## config.mk

```make
export PLATFORM = sky130hd
export DESIGN_NAME = wb_uart_tx
export DESIGN_NICKNAME = d
export VERILOG_FILES = /design/src/rtl/wb_uart_tx_pkg.sv /design/src/rtl/wb_uart_tx_fifo.sv /design/src/rtl/wb_uart_tx.sv
export SDC_FILE = /design/constraint.sdc
export NUM_CORES = 1
export LEC_CHECK = 0
export ABC_AREA = 1
export CAP_MARGIN = 25
export CORE_MARGIN = 3
export CORE_UTILIZATION = 29
export CTS_CLUSTER_SIZE = 24
export DETAILED_ROUTE_END_ITERATION = 10
export PLACE_DENSITY_LB_ADDON = 0.1
export SLEW_MARGIN = 20
export SYNTH_ARGS = -nofsm -noshare
export SYNTH_HDL_FRONTEND = slang
export SYNTH_SLANG_ARGS = --single-unit
```

## constraint.sdc

```tcl
create_clock -name wb_clk_i -period 5.4 [get_ports wb_clk_i]
set_clock_uncertainty 0.05 [all_clocks]
set_input_delay 1.62 -clock wb_clk_i [delete_from_list [all_inputs] [get_ports wb_clk_i]]
set_output_delay 1.62 -clock wb_clk_i [all_outputs]
set_load 0.05 [all_outputs]
```

## src/rtl/wb_uart_tx_pkg.sv

```systemverilog
// Shared definitions for the Wishbone UART transmitter: register offsets,
// STATUS bit positions, TX state encoding and the bit-period helper.
package wb_uart_tx_pkg;

    // Register offsets as seen on wb_adr_i[3:2]
    localparam logic [1:0] REG_TXDATA  = 2'd0;
    localparam logic [1:0] REG_STATUS  = 2'd1;
    localparam logic [1:0] REG_DIVISOR = 2'd2;
    localparam logic [1:0] REG_IRQ_EN  = 2'd3;

    // STATUS register layout
    localparam int ST_FULL      = 0;
    localparam int ST_EMPTY     = 1;
    localparam int ST_BUSY      = 2;
    localparam int ST_OVERFLOW  = 3;
    localparam int ST_LEVEL_LSB = 8;
    localparam int LEVEL_W      = 9;

    // Shortest bit period the transmitter will run at
    localparam logic [15:0] MIN_BIT_PERIOD = 16'd2;

    // Transmit state machine encoding
    typedef enum logic [1:0] {
        TX_IDLE  = 2'd0,
        TX_START = 2'd1,
        TX_DATA  = 2'd2,
        TX_STOP  = 2'd3
    } tx_state_t;

    // Effective bit period in clock cycles for a given DIVISOR value
    function automatic logic [15:0] bit_period(input logic [15:0] div);
        return (div < MIN_BIT_PERIOD) ? MIN_BIT_PERIOD : div;
    endfunction

endpackage

```

## src/rtl/wb_uart_tx_fifo.sv

```systemverilog
// Single-clock synchronous byte FIFO feeding the UART transmitter.
// Read data is show-ahead: rd_data always presents the oldest entry.
// A push while full is accepted only when a pop happens in the same cycle.
module uart_tx_fifo #(
    parameter int DEPTH = 16
) (
    input  logic       clk,
    input  logic       rst,
    input  logic       push,
    input  logic       pop,
    input  logic [7:0] wr_data,
    output logic [7:0] rd_data,
    output logic       full,
    output logic       empty,
    output logic [8:0] level
);

    localparam int         AW        = (DEPTH > 1) ? $clog2(DEPTH) : 1;
    localparam logic [8:0] DEPTH_LVL = 9'(DEPTH);

    logic [7:0]    mem [DEPTH];
    logic [AW-1:0] wr_ptr;
    logic [AW-1:0] rd_ptr;
    logic          do_push;
    logic          do_pop;

    assign full    = (level == DEPTH_LVL);
    assign empty   = (level == 9'd0);
    assign do_pop  = pop & ~empty;
    assign do_push = push & (~full | do_pop);
    assign rd_data = mem[rd_ptr];

    // Storage array; contents are don't-care until written
    always_ff @(posedge clk) begin
        if (do_push) begin
            mem[wr_ptr] <= wr_data;
        end
    end

    // Pointers and occupancy; pointers wrap naturally since DEPTH is a power of two
    always_ff @(posedge clk or posedge rst) begin
        if (rst) begin
            wr_ptr <= '0;
            rd_ptr <= '0;
            level  <= 9'd0;
        end else begin
            if (do_push) begin
                wr_ptr <= wr_ptr + 1'b1;
            end
            if (do_pop) begin
                rd_ptr <= rd_ptr + 1'b1;
            end
            case ({do_push, do_pop})
                2'b10:   level <= level + 9'd1;
                2'b01:   level <= level - 9'd1;
                default: level <= level;
            endcase
        end
    end

endmodule

```

## src/rtl/wb_uart_tx.sv

```systemverilog
// Wishbone-attached UART transmitter with a TX FIFO and programmable divisor.
// Registers: TXDATA (W), STATUS (R), DIVISOR (R/W), IRQ_EN (R/W).
// Optional interrupt support is built when WB_UART_TX_IRQ_EN is defined;
// otherwise irq_o is tied low and IRQ_EN reads as zero.
module wb_uart_tx
    import wb_uart_tx_pkg::*;
#(
    parameter int FIFO_DEPTH  = 16,
    parameter int DEFAULT_DIV = 868
) (
    input  logic        wb_clk_i,
    input  logic        wb_rst_i,
    input  logic [31:0] wb_adr_i,
    input  logic [31:0] wb_dat_i,
    input  logic [3:0]  wb_sel_i,
    input  logic        wb_we_i,
    input  logic        wb_cyc_i,
    input  logic        wb_stb_i,
    input  logic [2:0]  wb_cti_i,
    input  logic [1:0]  wb_bte_i,
    output logic [31:0] wb_dat_o,
    output logic        wb_ack_o,
    output logic        wb_err_o,
    output logic        wb_rty_o,
    output logic        txd_o,
    output logic        irq_o
);

    // Bus decode
    logic [1:0]  reg_sel;
    logic        bus_req;
    logic        bus_acc;
    logic        tx_write;
    logic        status_rd;
    logic        div_write;
    logic [31:0] rd_mux;
    logic [31:0] status_word;

    // Register state
    logic [15:0] divisor;
    logic        overflow;
    logic        overflow_set;
    logic        irq_en;

    // FIFO interface
    logic [7:0]  fifo_rd_data;
    logic        fifo_full;
    logic        fifo_empty;
    logic [8:0]  fifo_level;
    logic        fifo_pop;

    // Transmitter
    tx_state_t   state;
    tx_state_t   next_state;
    logic [15:0] bit_cnt;
    logic [15:0] div_lat;
    logic [2:0]  bit_idx;
    logic [7:0]  shift_reg;
    logic        frame_load;
    logic        bit_reload;
    logic        bit_adv;
    logic        cnt_zero;
    logic        busy;

    logic        unused_bits;

    assign wb_err_o = 1'b0;
    assign wb_rty_o = 1'b0;

    assign reg_sel      = wb_adr_i[3:2];
    assign bus_req      = wb_cyc_i & wb_stb_i & ~wb_ack_o;
    assign bus_acc      = wb_cyc_i & wb_stb_i & wb_ack_o;
    assign tx_write     = bus_acc & wb_we_i & (reg_sel == REG_TXDATA) & wb_sel_i[0];
    assign status_rd    = bus_acc & ~wb_we_i & (reg_sel == REG_STATUS);
    assign div_write    = bus_acc & wb_we_i & (reg_sel == REG_DIVISOR);
    assign overflow_set = tx_write & fifo_full & ~fifo_pop;

    assign busy     = (state != TX_IDLE);
    assign cnt_zero = (bit_cnt == 16'd0);

    assign unused_bits = ^{wb_adr_i[31:4], wb_adr_i[1:0], wb_dat_i[31:16],
                           wb_sel_i[3:1], wb_cti_i, wb_bte_i};

    uart_tx_fifo #(
        .DEPTH (FIFO_DEPTH)
    ) u_fifo (
        .clk     (wb_clk_i),
        .rst     (wb_rst_i),
        .push    (tx_write),
        .pop     (fifo_pop),
        .wr_data (wb_dat_i[7:0]),
        .rd_data (fifo_rd_data),
        .full    (fifo_full),
        .empty   (fifo_empty),
        .level   (fifo_level)
    );

    // Assemble the STATUS word from live flags and FIFO occupancy
    always_comb begin
        status_word = '0;
        status_word[ST_LEVEL_LSB +: LEVEL_W] = fifo_level;
        status_word[ST_OVERFLOW] = overflow;
        status_word[ST_BUSY]     = busy;
        status_word[ST_EMPTY]    = fifo_empty;
        status_word[ST_FULL]     = fifo_full;
    end

    // Read data multiplexer; TXDATA is write-only and reads back zero
    always_comb begin
        rd_mux = '0;
        case (reg_sel)
            REG_STATUS:  rd_mux = status_word;
            REG_DIVISOR: rd_mux = {16'd0, divisor};
            REG_IRQ_EN:  rd_mux = {31'd0, irq_en};
            default:     rd_mux = '0;
        endcase
    end

    // Single-cycle registered acknowledge with read data captured alongside it
    always_ff @(posedge wb_clk_i or posedge wb_rst_i) begin
        if (wb_rst_i) begin
            wb_ack_o <= 1'b0;
            wb_dat_o <= 32'd0;
        end else begin
            wb_ack_o <= bus_req;
            if (bus_req) begin
                wb_dat_o <= wb_we_i ? 32'd0 : rd_mux;
            end
        end
    end

    // DIVISOR register; only takes effect at the start of the next frame
    always_ff @(posedge wb_clk_i or posedge wb_rst_i) begin
        if (wb_rst_i) begin
            divisor <= 16'(DEFAULT_DIV);
        end else if (div_write) begin
            divisor <= wb_dat_i[15:0];
        end
    end

    // Sticky overflow flag; a same-cycle overflow beats the read-to-clear
    always_ff @(posedge wb_clk_i or posedge wb_rst_i) begin
        if (wb_rst_i) begin
            overflow <= 1'b0;
        end else if (overflow_set) begin
            overflow <= 1'b1;
        end else if (status_rd) begin
            overflow <= 1'b0;
        end
    end

`ifdef WB_UART_TX_IRQ_EN
    // IRQ enable register
    always_ff @(posedge wb_clk_i or posedge wb_rst_i) begin
        if (wb_rst_i) begin
            irq_en <= 1'b0;
        end else if (bus_acc & wb_we_i & (reg_sel == REG_IRQ_EN)) begin
            irq_en <= wb_dat_i[0];
        end
    end

    // Registered "transmitter drained" interrupt
    always_ff @(posedge wb_clk_i or posedge wb_rst_i) begin
        if (wb_rst_i) begin
            irq_o <= 1'b0;
        end else begin
            irq_o <= irq_en & fifo_empty & ~busy;
        end
    end
`else
    assign irq_en = 1'b0;
    assign irq_o  = 1'b0;
`endif

    // TX state register
    always_ff @(posedge wb_clk_i or posedge wb_rst_i) begin
        if (wb_rst_i) begin
            state <= TX_IDLE;
        end else begin
            state <= next_state;
        end
    end

    // TX next-state logic and datapath controls
    always_comb begin
        next_state = state;
        fifo_pop   = 1'b0;
        frame_load = 1'b0;
        bit_reload = 1'b0;
        bit_adv    = 1'b0;
        case (state)
            TX_IDLE: begin
                if (!fifo_empty) begin
                    next_state = TX_START;
                    fifo_pop   = 1'b1;
                    frame_load = 1'b1;
                end
            end
            TX_START: begin
                if (cnt_zero) begin
                    next_state = TX_DATA;
                    bit_reload = 1'b1;
                end
            end
            TX_DATA: begin
                if (cnt_zero) begin
                    bit_reload = 1'b1;
                    bit_adv    = 1'b1;
                    if (bit_idx == 3'd7) begin
                        next_state = TX_STOP;
                    end
                end
            end
            TX_STOP: begin
                if (cnt_zero) begin
                    if (!fifo_empty) begin
                        next_state = TX_START;
                        fifo_pop   = 1'b1;
                        frame_load = 1'b1;
                    end else begin
                        next_state = TX_IDLE;
                    end
                end
            end
            default: next_state = TX_IDLE;
        endcase
    end

    // Bit timer, bit index and frame data; the divisor is latched per frame
    always_ff @(posedge wb_clk_i or posedge wb_rst_i) begin
        if (wb_rst_i) begin
            bit_cnt   <= 16'd0;
            div_lat   <= 16'(DEFAULT_DIV);
            bit_idx   <= 3'd0;
            shift_reg <= 8'd0;
        end else begin
            if (frame_load) begin
                bit_cnt   <= bit_period(divisor) - 16'd1;
                div_lat   <= divisor;
                shift_reg <= fifo_rd_data;
                bit_idx   <= 3'd0;
            end else begin
                if (bit_reload) begin
                    bit_cnt <= bit_period(div_lat) - 16'd1;
                end else if (!cnt_zero) begin
                    bit_cnt <= bit_cnt - 16'd1;
                end
                if (bit_adv) begin
                    bit_idx <= bit_idx + 3'd1;
                end
            end
        end
    end

    // Serial line: low for START, LSB-first data, high otherwise
    always_comb begin
        txd_o = 1'b1;
        case (state)
            TX_START: txd_o = 1'b0;
            TX_DATA:  txd_o = shift_reg[bit_idx];
            default:  txd_o = 1'b1;
        endcase
    end

endmodule

```

==> summary.md, run 1 <==
| Metric | Value |
|---|---|
| Minimum clock period | 4.19 ns |
| Hold Fails Final Rpt | 0 |
| Hold Crit Class | reg2reg |
| Met2 Track Usage GR | 21.6% |
| CP max stage cell | clkdlybuf4s50_1 |
| Synth Area in Adders | 2.96% |
| Most flops, register | u_fifo.mem |
| Main combinational cell family by area after synthesis | simple AND/OR/NAND/NOR gates |
| Seq/Total Area, Yosys | 60.4% |
| Compound-Gate Fraction of Synth Area | 13.0% |
| Routability cong. | 0.770 |
| Setup TNS | 0 ns |
| Area Growth Syn to Fin | 16.6% |
| Initial Utilization | 29.8% |
| Most common cell after layout, fill and taps aside | nor2_1 |
| Post-synthesis cell type count | 43 |
| # H-tree levels | 1 |
| Setup violations, final | 0 |
| CTS sink cnt | 225 |
| Top flop regs | u_fifo.mem: 128 flops, wb_dat_o: 17 flops |
| Worst Setup End Kind | output port |
| Total CTS buffers | 27 |
| Status | finished, final reports clean |
| Maximum number of pins on one net before global-route repair | 67 |
| Worst-margin pin slew | 0.937 ns |
| Row Count | 68 |
| Core area | 35000 sq um |
| Post-synthesis mux area share | 0.649% |
| Worst endpoint required time | 3.73 ns |
| Crit path DAT | 2.52 ns |
| Largest register FFs | 128 |
| CTS tree | done |
| Die H | 195 microns |
| VDD IR max | 0.203 mV |
| Die Footprint | 38200 sq um |
| Dpl cell area | 11300 sq um |
| Syn Std Cell Area | 10400 sq um |
| First-pass DRT Iterations | 4 |
| Layout Utilization | 34.7% |
| Most frequent CP cell | o21ai_0 |
| Drt via density | 4.68 |
| # diodes | 0 |
| Top-Level Pins | 115 |
| Layout cells sized above 1 | 10.3% |
| Hold buffers post-CTS | 0 |
| CP top delay family | buffers and inverters |
| Clock latency on the worst-skew pair | 0.54 ns |
| WS Path Type | reg2out |
| Slew margin rel. | 37.4% |
| Root buf cell | clkbuf_16 |
| Global-route wire length before repair | 43100 microns |
| Remaining routing DRC violations | 0 |
| Synth Area in Simple Gates | 15.2% |
| Nets | 1177 |
| Vias | 7265 |
| Leakage power | 4.80 nW |
| Buffers and inverters on the worst path | 2 |
| Met3 Usage GRT | 2.07% |
| Clock Path Buffers | 3 |
| DR WL/cell | 17.7 microns |
| Antenna-violating nets left | 0 |
| Final HPWL DP | 17900 microns |
| Initial antenna violation count | 0 |
| First-iteration detailed-routing DRC count | 524 |
| Worst Setup Start Kind | register |
| Unrepaired setup endpoints after global routing | false |
| Number of global-route vias before repair | 7241 |
| Worst-path fanout max | 6 |
| Grt peak-use layer | met1 |
| CTS clk-pin slew, worst paths | 0.05 ns |
| Post-Place Cells | 1501 |
| Finished Cell Area | 12100 sq um |
| Post-synthesis xor/xnor area fraction | 1.09% |
| GRT Total Usage | 14.3% |
| Final Max Tran Viols | 0 |
| Yosys warns | 0 |
| #FFs+latches synth | 225 |
| Max-cap violation count | 0 |
| # resized after CTS | 0 |
| IO Port Bufs | 42 |
| GRT Residual Overflow | 0 |
| Chip width | 195 microns |
| Crit path cell chain | inv_1 > o21ai_0 > o221ai_1 > o211ai_1 > o21ai_0 > clkdlybuf4s50_1 |
| PwrDens | 316 nW/um^2 |
| Final WL | 27500 microns |
| Met1 Usage GRT | 22.0% |
| Post-CTS Repair Setup Buffers | 0 |
| Tcrit/Tclk final | 77.6% |
| Fin cells | 1551 |
| Max Clk Rate | 239 MHz |
| Commonest non-fill, non-tap cells in the layout | 146 x nor2_1, 130 x o21ai_0, 128 x edfxtp_1 |
| Post-Synthesis Cells | 1025 |
| Max stage delay on crit path | 0.86 ns |
| Mean area per synthesized cell | 10.2 sq um |
## worst min-delay path, delay by kind of cell, from the launching register on
| kind | cells | cell delay (ns) |
|---|---|---|
| flip-flops | 1 | 0.37 |
| AND/OR/NAND/NOR | 2 | 0.10 |
## cells in the mapped netlist
| master | count | share of area [%] |
|---|---|---|
| nor2_1 | 146 | 5.3 |
| o21ai_0 | 130 | 6.3 |
| edfxtp_1 | 128 | 37 |
| nand2_1 | 127 | 4.6 |
| inv_1 | 96 | 3.5 |
| dfrtp_1 | 87 | 21 |
| nand3_1 | 43 | 2.1 |
| clkbuf_1 | 32 | 1.2 |
| a21oi_1 | 27 | 1.3 |
| ha_1 | 23 | 2.8 |
| o221ai_1 | 21 | 1.8 |
| o22ai_1 | 21 | 1.3 |
| buf_4 | 19 | 1.4 |
| nand2_2 | 15 | 0.90 |
| o211ai_1 | 14 | 1.0 |
| xor2_1 | 11 | 0.93 |
| a31oi_1 | 10 | 0.60 |
| dfstp_2 | 10 | 2.5 |
| nor2_2 | 7 | 0.42 |
| mux2_2 | 6 | 0.65 |
| nand4_1 | 6 | 0.36 |
| or2_2 | 5 | 0.30 |
| buf_2 | 4 | 0.19 |
| nor2_4 | 4 | 0.43 |
| nor3_1 | 4 | 0.19 |
| buf_6 | 3 | 0.32 |
| clkinv_1 | 3 | 0.11 |
| o21bai_1 | 3 | 0.22 |
| nand2_4 | 2 | 0.22 |
| nor4_1 | 2 | 0.12 |
| o21ai_1 | 2 | 0.096 |
| o31ai_1 | 2 | 0.14 |
| xnor2_1 | 2 | 0.17 |
| a21oi_4 | 1 | 0.16 |
| a22o_1 | 1 | 0.084 |
| a22oi_1 | 1 | 0.072 |
| buf_1 | 1 | 0.036 |
| conb_1 | 1 | 0.036 |
| fa_1 | 1 | 0.19 |
| nand3_2 | 1 | 0.096 |
| nand3_4 | 1 | 0.17 |
| nand3b_1 | 1 | 0.072 |
| o41ai_1 | 1 | 0.084 |
## power breakdown
group	internal, mW	switching (mW)
sequential	1.86	0.0327
combinational	0.0668	0.158
clock	0.998	0.715
## final cells by class
cell class / instances / area, sq um
clock buffer: 37 / 733
clock inverter: 13 / 98.8
fill: 3580 / 22800
inverter: 99 / 374
multi-input combinational: 659 / 3500
sequential: 225 / 6280
tap: 455 / 569
timing repair buffer: 63 / 578
## worst paths after layout
kind	start	cells past startpoint	end	slack, ns
hold / removal	div_lat[6]$_DFFE_PP1N_	2	div_lat[6]$_DFFE_PP1N_	0.42
setup / recovery	bit_idx[0]$_DFFE_PP0P_	6	txd_o	1.21
min in group asynchronous	wb_rst_i	2	u_fifo.level[6]$_DFFE_PP0P_	1.53
setup reg to reg	u_fifo.level[0]$_DFFE_PP0P_	20	u_fifo.level[8]$_DFFE_PP0P_	1.54
max in group asynchronous	wb_rst_i	3	div_lat[9]$_DFFE_PP1N_	2.92
hold reg to reg	div_lat[6]$_DFFE_PP1N_	2	div_lat[6]$_DFFE_PP1N_	0.42
## metrics by stage
| stage | power (mW) | setup slack, ns | hold WS (ns) |
|---|---|---|---|
| global route | 3.99 | 1.03 | 0.448 |
| CTS | 3.89 | 1.17 | 0.422 |
| detailed placement | 2.15 | 0.790 | 0.413 |
| global placement | 2.15 | 0.795 | 0.411 |
| finish | 3.83 | 1.21 | 0.424 |
| floorplan | 2.07 | 1.21 | 0.401 |
## kinds of logic (layout without fill, tap and decap cells)
| family | count (synthesis) | after routing |
|---|---|---|
| adder cells (fa/ha/maj) | 24 | 24 |
| multiplexers | 6 | 6 |
| flip-flops | 225 | 225 |
| AND/OR/NAND/NOR | 364 | 364 |
| AO/OA/AOI/OAI | 234 | 234 |
| buffers and inverters | 158 | 212 |
| XOR/XNOR | 13 | 13 |
| other | 1 | 18 |
## layer usage
| layer | part of all wire, % | wire [microns] |
|---|---|---|
| met1 | 52 | 14300 |
| met2 | 43 | 11900 |
| met3 | 3.6 | 981 |
| met4 | 1.4 | 380 |
| met5 | 0 | 0 |
(Power assumes the default switching activity.)
==> run 2, diff against run 1 <==
==> constraint.sdc (replaced) <==
create_clock -name wb_clk_i -period 3.4 [get_ports wb_clk_i]
set_clock_uncertainty 0.05 [all_clocks]
set_input_delay 1.02 -clock wb_clk_i [delete_from_list [all_inputs] [get_ports wb_clk_i]]
set_output_delay 1.02 -clock wb_clk_i [all_outputs]
set_load 0.05 [all_outputs]
==> summary.md, run 2 (synthesized netlist as in run 1, its figures left out) <==
| Metric | Value |
|---|---|
| Most frequent CP cell | nand3_1 (was o21ai_0) |
| Minimum clock period | 3.10 ns |
| IO Port Bufs | 42 (unchanged) |
| PwrDens | 509 nW/um^2 (was 316 nW/um^2) |
| Hold Crit Class | reg2reg (unchanged) |
| Worst Hold Slack | 0.421 ns (was 0.424 ns) |
| Status | finished, final reports clean (unchanged) |
| CTS clk-pin slew, worst paths | 0.06 ns (was 0.05 ns) |
| Antenna-violating nets left | 0 (unchanged) |
| Top-Level Pins | 115 (unchanged) |
| Clock Path Buffers | 3 (unchanged) |
| # diodes | 0 (unchanged) |
| Worst-path fanout max | 5 (was 6) |
| # resized after CTS | 0 (unchanged) |
| Die H | 195 microns (unchanged) |
| # H-tree levels | 1 (unchanged) |
| Power Total | 6.36 mW (was 3.83 mW) |
| Final WL | 28000 microns (was 27500 microns) |
| Top flop regs | u_fifo.mem: 128 flops, wb_dat_o: 17 flops (unchanged) |
| Tcrit/Tclk final | 91.1% |
| Nets | 1212 (was 1177) |
| Initial antenna violation count | 0 (unchanged) |
| Max Clk Rate | 323 MHz |
| Clock latency on the worst-skew pair | 0.55 ns (was 0.54 ns) |
| Root buf cell | clkbuf_16 (unchanged) |
| Post-CTS Repair Setup Buffers | 0 (unchanged) |
| CP max stage cell | clkdlybuf4s50_1 (unchanged) |
| Area Growth Syn to Fin | 20.1% (was 16.6%) |
| Worst-margin pin slew | 0.828 ns (was 0.937 ns) |
| WS Path Type | in2reg (was reg2out) |
| First-iteration detailed-routing DRC count | 344 (was 524) |
| Vias | 7368 (was 7265) |
| Hold Fails Final Rpt | 0 (unchanged) |
| Routability cong. | 0.773 (was 0.770) |
| Worst Setup End Kind | register (was output port) |
| Initial Utilization | 29.8% (unchanged) |
| Total CTS buffers | 26 (was 27) |
| Leakage power | 5.01 nW (was 4.80 nW) |
| Global-route wire length before repair | 44100 microns (was 43100 microns) |
| Maximum number of pins on one net before global-route repair | 98 (was 67) |
| Slew margin rel. | 44.6% (was 37.4%) |
| GRT Total Usage | 14.6% (was 14.3%) |
| CTS sink cnt | 225 (unchanged) |
| CTS tree | done (unchanged) |
| Most flops, register | u_fifo.mem (unchanged) |
| Remaining routing DRC violations | 0 (unchanged) |
| Max-cap violation count | 0 (unchanged) |
| Most common cell after layout, fill and taps aside | nor2_1 (unchanged) |
| Final HPWL DP | 18300 microns (was 17900 microns) |
| Crit path cell chain | clkdlybuf4s50_1 > nand3_1 > nor2_2 > nand3_1 > nand2_1 > inv_1 > fa_1 > nand3_1 > nand3_1 > a21oi_1 > o21bai_1 > nand2_1 > nand2_1 > a21oi_1 > o21ai_0 > xor2_1 (was inv_1 > o21ai_0 > o221ai_1 > o211ai_1 > o21ai_0 > clkdlybuf4s50_1) |
| Layout cells sized above 1 | 13.5% (was 10.3%) |
| DR WL/cell | 17.7 microns (about the same) |
| First-pass DRT Iterations | 4 (unchanged) |
| Max stage delay on crit path | 0.48 ns (was 0.86 ns) |
| GRT Residual Overflow | 0 (unchanged) |
| Worst endpoint required time | 3.77 ns (was 3.73 ns) |
| Number of global-route vias before repair | 7310 (was 7241) |
| Worst Setup Start Kind | primary input (was register) |
| Die Footprint | 38200 sq um (unchanged) |
| Core area | 35000 sq um (unchanged) |
| Unrepaired setup endpoints after global routing | true (was false) |
| VDD IR max | 0.291 mV (was 0.203 mV) |
| Post-Place Cells | 1537 (was 1501) |
| Largest register FFs | 128 (unchanged) |
| Fin cells | 1585 (was 1551) |
| Commonest non-fill, non-tap cells in the layout | 145 x nor2_1, 130 x o21ai_0, 128 x edfxtp_1 (was 146 x nor2_1, 130 x o21ai_0, 128 x edfxtp_1) |
| Drt via density | 4.65 (was 4.68) |
| Row Count | 68 (unchanged) |
| Chip width | 195 microns (unchanged) |
| Crit path DAT | 3.47 ns (was 2.52 ns) |
| Hold buffers post-CTS | 0 (unchanged) |
| Setup violations, final | 0 (unchanged) |
| Final Max Tran Viols | 0 (unchanged) |
-- run 2: changes by cell type in the layout (fill, tap and decap cells not counted), sizes merged --
cell / change
bufinv: +4
clkinvlp: +2
inv: -2
clkdlybuf4s50: -1
clkinv: +1
clkbuf: -7
buf: +37
-- run 2: report_power, final --
part	switching [mW]	internal, mW
Combinational	0.259	0.128
Sequential	0.0514	2.95
Clock	1.16	1.81
-- run 2: final timing paths --
kind | cells after the start | start | to | slack, ns
worst min register to register | 2 | div_lat[6]$_DFFE_PP1N_ | div_lat[6]$_DFFE_PP1N_ | 0.42
worst max register to register | 20 | u_fifo.level[0]$_DFFE_PP0P_ | u_fifo.level[8]$_DFFE_PP0P_ | 0.32
max in group asynchronous | 3 | wb_rst_i | u_fifo.level[2]$_DFFE_PP0P_ | 1.93
min in group asynchronous | 3 | wb_rst_i | bit_cnt[9]$_DFFE_PP0P_ | 0.95
worst min-delay path | 2 | div_lat[6]$_DFFE_PP1N_ | div_lat[6]$_DFFE_PP1N_ | 0.42
worst max-delay path | 16 | wb_cyc_i | u_fifo.level[8]$_DFFE_PP0P_ | 0.30
-- run 2: stage by stage --
step	util (%)	worst slack, ns	TNS [ns]	cell area (sq um)
3_5_place_dp	33.1	-0.302	-0.702	11600
2_1_floorplan	-	0.281	0	10500
3_3_place_gp	33.1	-0.321	-0.717	11600
4_1_cts	35.7	0.261	0	12500
5_1_grt	35.7	-0.0358	-0.0358	12500
6_report	35.7	0.304	0	12500
-- run 2: metal layers --
metal / vias up / GRT usage, % / wire (microns)
met4: 0 / 3.25 / 504
met3: 35 / 1.76 / 940
met5: - / 0 / 0
met1: 3566 / 22.9 / 14700
li1: 3655 / - / -
met2: 112 / 21.4 / 11800
-- run 2: final cells by class --
| cell class | instances | area, sq um |
|---|---|---|
| clock buffers | 30 | 676 |
| clock inverters | 18 | 234 |
| fillers | 3561 | 22500 |
| inverters | 99 | 375 |
| multi-input cells | 659 | 3500 |
| flip-flops and latches | 225 | 6280 |
| well taps | 455 | 569 |
| repair buffers | 99 | 862 |
-- run 2: worst max-delay path: cells and delay by family --
| kind | cells | cell delay (ns) |
|---|---|---|
| AOI/OAI and AO/OA | 4 | 0.54 |
| xor gates and xnor gates | 1 | 0.15 |
| adders and majority gates | 1 | 0.41 |
| buffers and inverters | 2 | 0.59 |
| and+or+nand+nor | 8 | 0.76 |
